**src/rtl/debounce_multi.sv**
```systemverilog
// rtl/debounce_multi.sv - multi-channel input debouncer with synchroniser, rise/fall pulses and any-change flag
`timescale 1ns/1ps
module debounce_multi #(
    parameter int CHANNELS      = 4,
    parameter int COUNT_WIDTH   = 16,
    parameter int STABLE_CYCLES = 65535,
    parameter int SYNC_STAGES   = 2,
    parameter bit RESET_LEVEL   = 1'b0
) (
    input  logic                clk,
    input  logic                reset,
    input  logic [CHANNELS-1:0] data_in,
    output logic [CHANNELS-1:0] data_debounced,
    output logic [CHANNELS-1:0] rise_pulse,
    output logic [CHANNELS-1:0] fall_pulse,
    output logic [CHANNELS-1:0] busy,
    output logic                any_change
);

    if (STABLE_CYCLES < 1 ||
        longint'(STABLE_CYCLES) > ((longint'(1) << COUNT_WIDTH) - 1)) begin : g_bad_stable
        $error("debounce_multi: STABLE_CYCLES out of range for COUNT_WIDTH");
    end
    if (SYNC_STAGES < 2) begin : g_bad_sync
        $error("debounce_multi: SYNC_STAGES must be at least 2");
    end

    localparam logic [COUNT_WIDTH-1:0] LAST_COUNT = COUNT_WIDTH'(STABLE_CYCLES - 1);

    for (genvar i = 0; i < CHANNELS; i++) begin : g_ch
        logic [SYNC_STAGES-1:0] sync_q, sync_d;
        logic [COUNT_WIDTH-1:0] cnt_q, cnt_d;
        logic                   deb_q, deb_d;
        logic                   rise_q, rise_d;
        logic                   fall_q, fall_d;
        logic                   sync;

        assign sync = sync_q[SYNC_STAGES-1];

        // A single cycle of agreement with the debounced level wipes all progress.
        always_comb begin
            sync_d = {sync_q[SYNC_STAGES-2:0], data_in[i]};
            cnt_d  = cnt_q;
            deb_d  = deb_q;
            rise_d = 1'b0;
            fall_d = 1'b0;
            if (sync == deb_q) begin
                cnt_d = '0;
            end else if (cnt_q == LAST_COUNT) begin
                cnt_d  = '0;
                deb_d  = sync;
                rise_d = sync;
                fall_d = ~sync;
            end else begin
                cnt_d = cnt_q + COUNT_WIDTH'(1);
            end
        end

        always_ff @(posedge clk or posedge reset) begin
            if (reset) begin
                sync_q <= {SYNC_STAGES{RESET_LEVEL}};
                cnt_q  <= '0;
                deb_q  <= RESET_LEVEL;
                rise_q <= 1'b0;
                fall_q <= 1'b0;
            end else begin
                sync_q <= sync_d;
                cnt_q  <= cnt_d;
                deb_q  <= deb_d;
                rise_q <= rise_d;
                fall_q <= fall_d;
            end
        end

        assign data_debounced[i] = deb_q;
        assign rise_pulse[i]     = rise_q;
        assign fall_pulse[i]     = fall_q;
        assign busy[i]           = (cnt_q != '0);
    end

    assign any_change = |(rise_pulse | fall_pulse);

endmodule

```
**config.mk**
```make
export PLATFORM = sky130hd
export DESIGN_NAME = debounce_multi
export DESIGN_NICKNAME = d
export VERILOG_FILES = /design/src/rtl/debounce_multi.sv
export SDC_FILE = /design/constraint.sdc
export NUM_CORES = 1
export LEC_CHECK = 0
export CORE_ASPECT_RATIO = 1.25
export CORE_MARGIN = 4
export CORE_UTILIZATION = 35
export CTS_BUF_LIST = sky130_fd_sc_hd__clkbuf_16
export DETAILED_ROUTE_END_ITERATION = 16
export PLACE_DENSITY_LB_ADDON = 0.05
export REMOVE_ABC_BUFFERS = 1
export SYNTH_ARGS = -nofsm -noshare
export SYNTH_HDL_FRONTEND = slang
export SYNTH_SLANG_ARGS = --single-unit
export TNS_END_PERCENT = 30
```
**constraint.sdc**
```tcl
create_clock -name clk -period 3 [get_ports clk]
set_input_delay 0.3 -clock clk [delete_from_list [all_inputs] [get_ports clk]]
set_output_delay 0.3 -clock clk [all_outputs]
set_load 0.005 [all_outputs]
```
==> load_flow_metrics.sql <==
INSERT INTO impl_metrics (metric_group, metric, value, unit) VALUES
('routing', 'wl_met3', '297', 'um'),
('cts', 'path_clk_slew', '60', 'ps'),
('worst_hold_path', 'min-delay-start', 'g_ch[0].sync_q[0]', ''),
('routing', 'first_pass_iters', '4', ''),
('worst_setup_path', 'timing.critical_path.max_delay_family', 'buffers and inverters', ''),
('cts', 'clk-insertion-delay-late', '340', 'ps'),
('power', 'max-vdd-ir-drop', '0.239', 'mV'),
('worst_setup_path', 'critical-path-slowest-cell', 'sky130_fd_sc_hd__clkdlybuf4s50_1', ''),
('timing', 'finClkSkew', '6.92', 'ps'),
('routing', 'routed_wirelength_normalized_by_instance_count', '14.3', 'um'),
('place', 'placement.setup.worst_slack', '1010', 'ps'),
('layout', 'finalNonFillerCells', '555', ''),
('synth', 'synth_seq_cells', '84', ''),
('place', 'io_buffer_count', '22', ''),
('worst_setup_path', 'worst-endpoint-required', '2700', 'ps'),
('worst_setup_path', 'rr_startpoint', 'g_ch[0].cnt_q[5]', ''),
('floorplan', 'design.die.area', '13500', 'um2'),
('routing', 'topRoutingLayerUsed', 'met4', ''),
('cts', 'clock_tree_from_tritoncts', 'built', ''),
('routing', 'metal2_wl', '3460', 'um'),
('cts', 'cts-root-to-sink-buffers', '2', ''),
('cts', 'tritoncts.num_buffers', '9', ''),
('timing', 'slew_viol_final', '0', ''),
('worst_setup_path', 'worstSetupStartpointType', 'flop', ''),
('worst_setup_path', 'arrival', '1930', 'ps'),
('cts', 'postCtsSetupBuffers', '0', ''),
('floorplan', 'die_width', '105', 'um'),
('floorplan', 'core_region_area', '11200', 'um2'),
('place', 'place.detailed.hpwl', '5470', 'um'),
('worst_setup_path', 'crit_fanout', '7', ''),
('layout', 'layout_overhead_on_the_synthesized_area', '15.0', '%'),
('timing', 'post-route-period-util', '74.5', '%'),
('timing', 'rsz0062_at_grt', 'false', ''),
('timing', 'tightestPinTransition', '679', 'ps'),
('routing', 'drtAntennaViolNets', '0', ''),
('worst_setup_path', 'regToRegSetupSlack', '1020', 'ps'),
('layout', 'num-nets-final', '433', ''),
('timing', 'worst_hold_slack', '347', 'ps'),
('layout', 'antenna-diode-count', '0', ''),
('routing', 'via_count', '2764', ''),
('worst_setup_path', 'crit_path_max_incr_delay', '470', 'ps'),
('timing', 'timing.final.ws_setup', '766', 'ps'),
('layout', 'proportion_of_layout_cells_with_a_drive_suffix_above_1', '8.57', '%'),
('global_route', 'grt_overflow_total', '0', ''),
('global_route', 'grt_antenna_before_repair', '0', ''),
('floorplan', 'starting_density_of_the_core', '36.3', '%'),
('global_route', 'first_global_vias', '2886', ''),
('run', 'drv.max_cap_violation_count', '0', ''),
('timing', 'final.min_clock_period', '2230', 'ps'),
('cts', 'htreeDepth', '3', ''),
('worst_hold_path', 'holdCritPathClass', 'flop to flop', ''),
('global_route', 'grt_max_degree', '41', ''),
('cts', 'ctsRootBufferMaster', 'sky130_fd_sc_hd__clkbuf_16', ''),
('synth', 'yosysSeqAreaShare', '51.5', '%'),
('cts', 'cts.sink_count', '84', ''),
('synth', 'mean_syn_cell_area', '10.3', 'um2'),
('routing', 'm1WireLength', '3990', 'um'),
('power', 'power', '2460', 'uW'),
('synth', 'post_synth_num_cell_types', '27', ''),
('worst_setup_path', 'cp_cell_sequence', 'inv_1, ha_1, nor4b_1, nand4_1, clkdlybuf4s50_1', ''),
('synth', 'yosys_warnings', '0', ''),
('place', 'gp_congestion', '0.778', ''),
('timing', 'clock.fmax', '448', 'MHz'),
('timing', 'slew_headroom', '54.7', '%'),
('routing', 'drc', '0', ''),
('routing', 'vias_per_cell', '4.98', ''),
('global_route', 'grt_pass1_wl', '14200', 'um'),
('outcome', 'run_status', 'completed', ''),
('floorplan', 'rows', '43', ''),
('power', 'pwr_density_cell', '525', 'nW/um2'),
('place', 'post-place-cells', '539', '');
==> sequential cells by signal (all words and copies together) (netlist names) <==
register and cells:
g_ch.cnt_q 64, g_ch.rise_q 4, g_ch.deb_q 4, g_ch.fall_q 4, g_ch.sync_q 8
==> cell families after synthesis <==
| logic type | count (synthesis) | share of synthesized area, % |
|---|---|---|
| compound gates | 3 | 0.736 |
| xor+xnor | 59 | 12.7 |
| fa+ha+maj | 12 | 3.68 |
| buf+inv | 35 | 4.63 |
| flops | 84 | 51.5 |
| mux | 4 | 1.20 |
| simple gates | 198 | 25.5 |
==> cells in the mapped netlist <==
master / n / area [um2]
sky130_fd_sc_hd__xor2_1: 10 / 87.6
sky130_fd_sc_hd__nor4b_1: 4 / 35.0
sky130_fd_sc_hd__o211a_1: 1 / 10.0
sky130_fd_sc_hd__or2_4: 1 / 8.76
sky130_fd_sc_hd__nand3_4: 1 / 17.5
sky130_fd_sc_hd__or4_4: 4 / 45.0
sky130_fd_sc_hd__buf_4: 15 / 113
sky130_fd_sc_hd__dfrtp_1: 84 / 2100
sky130_fd_sc_hd__nand4_1: 17 / 106
sky130_fd_sc_hd__nand3_2: 1 / 10.0
sky130_fd_sc_hd__mux2_2: 3 / 33.8
sky130_fd_sc_hd__buf_2: 1 / 5.00
sky130_fd_sc_hd__nor3_1: 18 / 90.1
sky130_fd_sc_hd__nor4_1: 23 / 144
sky130_fd_sc_hd__and3_2: 1 / 7.51
sky130_fd_sc_hd__nor2_1: 74 / 278
sky130_fd_sc_hd__o21ai_2: 1 / 8.76
sky130_fd_sc_hd__o221a_2: 1 / 11.3
sky130_fd_sc_hd__inv_1: 19 / 71.3
sky130_fd_sc_hd__and3_1: 5 / 31.3
sky130_fd_sc_hd__nand3_1: 22 / 110
sky130_fd_sc_hd__xnor2_1: 49 / 429
sky130_fd_sc_hd__mux2_4: 1 / 15.0
sky130_fd_sc_hd__nand2_1: 16 / 60.1
sky130_fd_sc_hd__nand4_2: 3 / 37.5
sky130_fd_sc_hd__ha_1: 12 / 150
sky130_fd_sc_hd__nor3b_1: 8 / 60.1
==> worst paths after layout <==
kind                                          end  depth (start not counted)
worst max-delay path                      busy[3]                          5
worst min-delay path            g_ch[0].sync_q[1]                          0
worst max register to register   g_ch[0].cnt_q[2]                          4
worst min register to register  g_ch[0].sync_q[1]                          0
max in group asynchronous       g_ch[2].cnt_q[10]                          3
min in group asynchronous       g_ch[0].cnt_q[14]                          2
==> final cells by class <==
| class | count | area (um2) |
|---|---|---|
| clock buffers | 9 | 225 |
| clock inverters | 7 | 91.3 |
| fillers | 1096 | 6560 |
| inverters | 19 | 72.6 |
| multi-input cells | 276 | 1790 |
| flip-flops and latches | 84 | 2100 |
| well taps | 135 | 169 |
| repair buffers | 25 | 243 |
==> metal layers <==
layer | vias to the layer above | global-route usage (%)
met1 | 1330 | 17.7
met4 | 0 | 6.42
met3 | 17 | 3.26
met5 | - | 0
li1 | 1377 | -
met2 | 40 | 19.5
==> power breakdown <==
group | total, uW | switching [uW] | internal (uW) | leakage, uW
combinational | 112 | 63.3 | 48.8 | 0.000633
clock | 1170 | 447 | 726 | 0.000157
sequential | 1180 | 24.4 | 1150 | 0.00115
total | 2460 | 535 | 1930 | 0.00193
==> metrics by stage <==
stage	instance area, um2	utilization, %
floorplan	3960	-
global placement	4370	38.9
detailed placement	4370	38.9
CTS	4690	41.7
global route	4690	41.7
finish	4690	41.7
==> placed cells by master, fill, tap and decap left out, types with 4 or more instances in the layout <==
cell type,instances
sky130_fd_sc_hd__inv_1,18
sky130_fd_sc_hd__nand4_1,17
sky130_fd_sc_hd__nor2_1,74
sky130_fd_sc_hd__clkdlybuf4s50_1,22
sky130_fd_sc_hd__ha_1,12
sky130_fd_sc_hd__nand3_1,22
sky130_fd_sc_hd__and3_1,5
sky130_fd_sc_hd__xor2_1,10
sky130_fd_sc_hd__nor4_1,23
sky130_fd_sc_hd__nand2_1,16
sky130_fd_sc_hd__nor3b_1,8
sky130_fd_sc_hd__nor3_1,18
sky130_fd_sc_hd__xnor2_1,49
sky130_fd_sc_hd__or4_4,4
sky130_fd_sc_hd__clkbuf_16,9
sky130_fd_sc_hd__dfrtp_1,84
sky130_fd_sc_hd__nor4b_1,4
==> worst reg2reg max path, delay by kind of cell, from the launching register on <==
kind	cells	cell delay [ps]
flops	1	450
simple gates	4	1400
(Power assumes the default switching activity.)
